[src/rtl/cr16_control_fsm.sv]
// Fetch/decode/execute controller for cr16_datapath: owns PC and IR, drives all datapath controls.
// Define CR16_CONTROL_BRANCH_EN to decode BZ/BR (ops 1100/1101) and add the BRANCH state.
module cr16_control_fsm #(
   parameter logic [15:0] RESET_PC = 16'h0000
) (
   input  logic        I_CLK,
   input  logic        I_RESET,
   input  logic        I_ENABLE,
   input  logic [15:0] I_MEM_RDATA,
   input  logic        I_MEM_RVALID,
   input  logic [4:0]  I_STATUS_FLAGS,
   output logic [15:0] O_MEM_ADDR,
   output logic        O_MEM_RREQ,
   output logic [15:0] O_REG_WRITE_ENABLE,
   output logic [3:0]  O_REG_A_SELECT,
   output logic [3:0]  O_REG_B_SELECT,
   output logic        O_IMMEDIATE_SELECT,
   output logic [15:0] O_IMMEDIATE,
   output logic [3:0]  O_OPCODE,
   output logic        O_DP_ENABLE,
   output logic        O_HALTED,
   output logic        O_ILLEGAL
);

   typedef enum logic [2:0] {
      S_FETCH   = 3'd0,
      S_DECODE  = 3'd1,
      S_EXECUTE = 3'd2,
      S_HALT    = 3'd3
`ifdef CR16_CONTROL_BRANCH_EN
      , S_BRANCH = 3'd4
`endif
   } state_t;

   state_t      state_q, state_d;
   logic [15:0] pc_q, pc_d;
   logic [15:0] ir_q, ir_d;

   logic [3:0]  op, rd, ext, rs;
   logic [15:0] sext_imm, zext_imm;
   logic        writes_rd, illegal_op, is_halt, dec_sel;
   logic [15:0] dec_imm;
   logic [3:0]  dec_opc;
   logic        show_ctrl;
   logic        unused_flags;

   assign op       = ir_q[15:12];
   assign rd       = ir_q[11:8];
   assign ext      = ir_q[7:4];
   assign rs       = ir_q[3:0];
   assign sext_imm = {{8{ir_q[7]}}, ir_q[7:0]};
   assign zext_imm = {8'h00, ir_q[7:0]};

`ifdef CR16_CONTROL_BRANCH_EN
   logic is_branch;
   logic br_taken;
   // BR (1101) is unconditional; BZ (1100) follows the Z flag.
   assign br_taken     = (op == 4'hD) || I_STATUS_FLAGS[3];
   assign unused_flags = ^{I_STATUS_FLAGS[4], I_STATUS_FLAGS[2:0]};
`else
   assign unused_flags = ^I_STATUS_FLAGS;
`endif

   always_comb begin
      writes_rd  = 1'b0;
      illegal_op = 1'b0;
      is_halt    = 1'b0;
      dec_sel    = 1'b0;
      dec_imm    = 16'h0000;
      dec_opc    = 4'h0;
`ifdef CR16_CONTROL_BRANCH_EN
      is_branch  = 1'b0;
`endif
      case (op)
         4'h0: begin writes_rd = 1'b1; dec_opc = ext; end
         4'h1: begin writes_rd = 1'b1; dec_sel = 1'b1; dec_imm = sext_imm; dec_opc = 4'b0000; end
         4'h2: begin writes_rd = 1'b1; dec_sel = 1'b1; dec_imm = sext_imm; dec_opc = 4'b0100; end
         4'h3: begin writes_rd = 1'b1; dec_sel = 1'b1; dec_imm = zext_imm; dec_opc = 4'b0110; end
         4'h4: begin writes_rd = 1'b1; dec_sel = 1'b1; dec_imm = zext_imm; dec_opc = 4'b0111; end
         4'h5: begin writes_rd = 1'b1; dec_sel = 1'b1; dec_imm = zext_imm; dec_opc = 4'b1000; end
`ifdef CR16_CONTROL_BRANCH_EN
         4'hC, 4'hD: begin is_branch = 1'b1; dec_imm = sext_imm; end
`endif
         4'hF: is_halt = 1'b1;
         default: illegal_op = 1'b1;
      endcase
   end

   // Controls are visible only while the instruction is in DECODE/EXECUTE; zero elsewhere.
   assign show_ctrl = (state_q == S_DECODE) || (state_q == S_EXECUTE);

   always_comb begin
      O_MEM_ADDR         = pc_q;
      O_MEM_RREQ         = (state_q == S_FETCH) && !I_RESET;
      O_HALTED           = (state_q == S_HALT);
      O_DP_ENABLE        = I_ENABLE && show_ctrl;
      O_REG_A_SELECT     = 4'h0;
      O_REG_B_SELECT     = 4'h0;
      O_IMMEDIATE_SELECT = 1'b0;
      O_IMMEDIATE        = 16'h0000;
      O_OPCODE           = 4'h0;
      O_REG_WRITE_ENABLE = 16'h0000;
      O_ILLEGAL          = 1'b0;
      if (show_ctrl) begin
         O_REG_A_SELECT     = rd;
         O_REG_B_SELECT     = rs;
         O_IMMEDIATE_SELECT = dec_sel;
         O_IMMEDIATE        = dec_imm;
         O_OPCODE           = dec_opc;
      end
      if ((state_q == S_EXECUTE) && I_ENABLE) begin
         O_REG_WRITE_ENABLE = writes_rd ? (16'h0001 << rd) : 16'h0000;
         O_ILLEGAL          = illegal_op;
      end
   end

   always_comb begin
      state_d = state_q;
      pc_d    = pc_q;
      ir_d    = ir_q;
      if (I_ENABLE) begin
         case (state_q)
            S_FETCH: begin
               if (I_MEM_RVALID) begin
                  ir_d    = I_MEM_RDATA;
                  state_d = S_DECODE;
               end
            end
            S_DECODE: begin
               if (is_halt) begin
                  state_d = S_HALT;
`ifdef CR16_CONTROL_BRANCH_EN
               end else if (is_branch) begin
                  state_d = S_BRANCH;
`endif
               end else begin
                  state_d = S_EXECUTE;
               end
            end
            S_EXECUTE: begin
               pc_d    = pc_q + 16'd1;
               state_d = S_FETCH;
            end
`ifdef CR16_CONTROL_BRANCH_EN
            S_BRANCH: begin
               pc_d    = br_taken ? (pc_q + sext_imm) : (pc_q + 16'd1);
               state_d = S_FETCH;
            end
`endif
            S_HALT:  state_d = S_HALT;
            default: state_d = S_FETCH;
         endcase
      end
   end

   always_ff @(posedge I_CLK) begin
      if (I_RESET) begin
         state_q <= S_FETCH;
         pc_q    <= RESET_PC;
         ir_q    <= 16'h0000;
      end else begin
         state_q <= state_d;
         pc_q    <= pc_d;
         ir_q    <= ir_d;
      end
   end

endmodule

[config.mk]
export PLATFORM = sky130hd
export DESIGN_NAME = cr16_control_fsm
export DESIGN_NICKNAME = d
export VERILOG_FILES = /design/src/rtl/cr16_control_fsm.sv
export SDC_FILE = /design/constraint.sdc
export NUM_CORES = 1
export LEC_CHECK = 0
export CAP_MARGIN = 40
export CORE_MARGIN = 2
export CORE_UTILIZATION = 41
export DETAILED_ROUTE_END_ITERATION = 12
export PLACE_DENSITY_LB_ADDON = 0.05
export SYNTH_ARGS = -nofsm -noshare
export SYNTH_HDL_FRONTEND = slang
export SYNTH_SLANG_ARGS = --single-unit
export TNS_END_PERCENT = 5
[constraint.sdc]
create_clock -name I_CLK -period 2.6 [get_ports I_CLK]
set_input_delay 0.26 -clock I_CLK [delete_from_list [all_inputs] [get_ports I_CLK]]
set_output_delay 0.26 -clock I_CLK [all_outputs]
set_load 0.05 [all_outputs]
==> results of run 1 <==
## worst max-delay path: stages (launching register included)
cell     delay, ns
dfxtp_1       0.35
inv_1         0.10
ha_1          0.26
nand2_1       0.21
nor3_2        0.22
nand2_1       0.22
nor3_1        0.39
buf_12        0.19
## final cells by class
type                       instances  area, um^2  area share
clock buffer                       7        86.3      0.0266
clock inverter                     1        5.00     0.00154
inverter                           4        15.0     0.00462
multi-input combinational        192        1160       0.358
sequential                        34         681       0.210
tap                               54        67.6      0.0208
timing repair buffer              89        1230       0.379
## where the power goes
| group | leakage (nW) | switching [mW] | total, mW | internal [mW] |
|---|---|---|---|---|
| logic | 0.884 | 0.146 | 0.251 | 0.105 |
| registers | 0.276 | 0.0257 | 0.564 | 0.538 |
| clock network | 0.0482 | 0.183 | 0.397 | 0.214 |
| total | 1.21 | 0.355 | 1.21 | 0.856 |
## state kept, by name, indices dropped and copies added (netlist names)
| register | flops |
|---|---|
| O_MEM_ADDR | 16 |
| ir_q | 16 |
| state_q | 2 |
## routing by layer
metal	up-vias	wire, um
met5	-	0
met4	0	27
met3	2	282
met2	49	2410
met1	854	2250
li1	983	-
## synthesized netlist by cell type, types with 5 or more instances
cell | n | area share
dfxtp_1 | 34 | 0.35
a21oi_1 | 21 | 0.054
nor4_1 | 5 | 0.016
clkbuf_1 | 11 | 0.021
xor2_1 | 5 | 0.023
nand3_1 | 6 | 0.016
nor2_1 | 28 | 0.054
buf_4 | 8 | 0.031
and2_1 | 19 | 0.061
xnor2_1 | 6 | 0.027
nand2_1 | 42 | 0.081
nor3_1 | 15 | 0.039
ha_1 | 5 | 0.032
## worst max-delay path by stage
stage                     slack, ns                      to  depth (start not counted)  startpoint
final                          0.13  O_REG_WRITE_ENABLE[10]                          7  state_q[0]
after global routing          -0.07   O_REG_WRITE_ENABLE[6]                          7  state_q[0]
after CTS                      0.04          O_IMMEDIATE[7]                          7  state_q[0]
after detailed placement       0.30          O_IMMEDIATE[7]                          7  state_q[0]
after global placement         0.38          O_IMMEDIATE[5]                          7  state_q[0]
after floorplan               -0.19   O_REG_WRITE_ENABLE[2]                          6  state_q[0]
## logic make-up (layout without fill, tap and decap cells)
| group | after synthesis | after routing | share of synthesized area |
|---|---|---|---|
| compound gates | 27 | 27 | 0.0756 |
| xor+xnor | 11 | 11 | 0.0497 |
| fa+ha+maj | 5 | 5 | 0.0323 |
| buf+inv | 25 | 101 | 0.0685 |
| flops | 34 | 34 | 0.351 |
| mux | 4 | 4 | 0.0271 |
| simple gates | 145 | 145 | 0.395 |
## cell usage in the layout, fill, tap and decap left out, drive strengths merged, types with 3 or more instances in the layout
master and count:
nor3 17, nor2 28, nor4 7, a21oi 21, nor2b 3, xnor2 6, mux2 4, and3 4
dfxtp 34, buf 44, nand2b 4, clkbuf 7, nand2 43, xor2 5, nand4 4, ha 5
inv 4, and2 19, nand3 9, clkdlybuf4s50 45
## metrics by stage
step	hold WS, ns	worst slack [ns]
2_1_floorplan	0.396	-0.194
3_3_place_gp	0.450	0.376
3_5_place_dp	0.458	0.300
4_1_cts	0.468	0.0443
5_1_grt	0.489	-0.0673
6_report	0.464	0.126
==> flow_metrics.env, run 1 <==
export IMPL_status="finished clean"
export IMPL_final_hold_viol_count=0
export IMPL_antennaDiodeCount=0
export IMPL_htree_levels=2
export IMPL_fin_skew_ns=0.00476
export IMPL_arrival_ns=2.21
export IMPL_reg2reg_to="O_MEM_ADDR[14]"
export IMPL_nets=356
export IMPL_critPathMaxFanout=6
export IMPL_wl_per_cell_um=13.0
export IMPL_cts_tree="yes"
export IMPL_startpoint_type="register"
export IMPL_ys_ff_latch=34
export IMPL_synth_cells=251
export IMPL_hold_path_endpoint="ir_q[1]"
export IMPL_power_density_mw_per_mm2=373
export IMPL_dp_cells=373
export IMPL_grt_pass1_vias=1669
export IMPL_min_from="ir_q[1]"
export IMPL_synthFlopType="dfxtp_1"
export IMPL_worstSkewPairLatency_ns=0.28
export IMPL_cp_end_kind="primary output"
export IMPL_final_layout_size_suffix_gt1_frac=0.214
export IMPL_die_height_um=72.7
export IMPL_design_area_mm2=0.00325
export IMPL_seq_area_frac_synth=0.351
export IMPL_synth_edff_count=0
export IMPL_track_usage=0.191
export IMPL_clkSlewWorstSetupHoldPaths_ns=0.07
export IMPL_antenna_found_initial=0
export IMPL_ys_warn_count=0
export IMPL_mappedNetlistArea_mm2=0.00194
export IMPL_max_freq_mhz=404
export IMPL_cts_sinks=34
export IMPL_grt_overflow_total=0
export IMPL_nFillCells=373
export IMPL_vias=1888
export IMPL_die_x_um=72.7
export IMPL_final_cells=381
export IMPL_gp_congestion=0.821
export IMPL_finalCriticalPeriod_ns=2.47
export IMPL_peakVddDrop_v=0.000317
export IMPL_ios=90
export IMPL_avgSynthCellArea_um2=7.72
export IMPL_r2r_cells=6
export IMPL_drcViolationCount=0
export IMPL_finalSetupViolations=0
export IMPL_slew_limit_headroom=0.574
export IMPL_cts_hold_buf=0
export IMPL_dpl_instance_area_mm2=0.00313
export IMPL_coreArea_mm2=0.00463
export IMPL_finalSetupTns_ns=0
export IMPL_grt_max_degree=22
export IMPL_use_met1=0.247
export IMPL_drv_slew=0
export IMPL_grt_pass1_wl_mm=7.95
export IMPL_p_total_mw=1.21
export IMPL_rows=25
export IMPL_area_growth_pct=67.7
export IMPL_start_util=0.418
export IMPL_dieArea_mm2=0.00529
export IMPL_grt_use_met3=0.0483
export IMPL_drtAntennaViolNets=0
export IMPL_numPortBuffers=84
export IMPL_rrSetupSlack_ns=0.75
export IMPL_cts_buffer_depth=2
export IMPL_ys_types=40
export IMPL_p_leak_nw=1.21
export IMPL_drt_iter0_markers=69
export IMPL_reg2reg_from="state_q[0]"
export IMPL_dpl_hpwl_mm=3.80
export IMPL_dr_pass1_iters=4
export IMPL_async_flop_share=0
export IMPL_post_cts_resized=1
export IMPL_syn_num_nets=281
export IMPL_worst_slew_pin_slew_ns=0.637
export IMPL_post_route_period_util=0.952
export IMPL_root_buffer="clkbuf_8"
export IMPL_min_path_cells=2
export IMPL_grt_busiest_layer="met2"
export IMPL_path_class="reg -> out"
export IMPL_post_cts_buffers=0
export IMPL_numCtsBuffers=5
export IMPL_finish_utilization=0.702
export IMPL_max_cap_violations=0
export IMPL_drt_total_wl_mm=4.97
export IMPL_grtUsageMet2=0.318
export IMPL_rsz0062_at_grt="yes"
export IMPL_worstPathRequired_ns=2.34
export IMPL_min_path_type="reg -> reg"
export IMPL_via_per_inst=4.96
Power figures use the tool's default switching activity.
==> inputs of run 2 (changes only) <==
Settings changed: SLEW_MARGIN set to 20.
==> results of run 2 <==
No change in the layout: final DEF, timing and power equal those of run 1.
==> inputs of run 3 (changes only) <==
Settings changed: CTS_CLUSTER_DIAMETER set to 100.
==> results of run 3 <==
No change in the layout: final DEF, timing and power equal those of run 1.
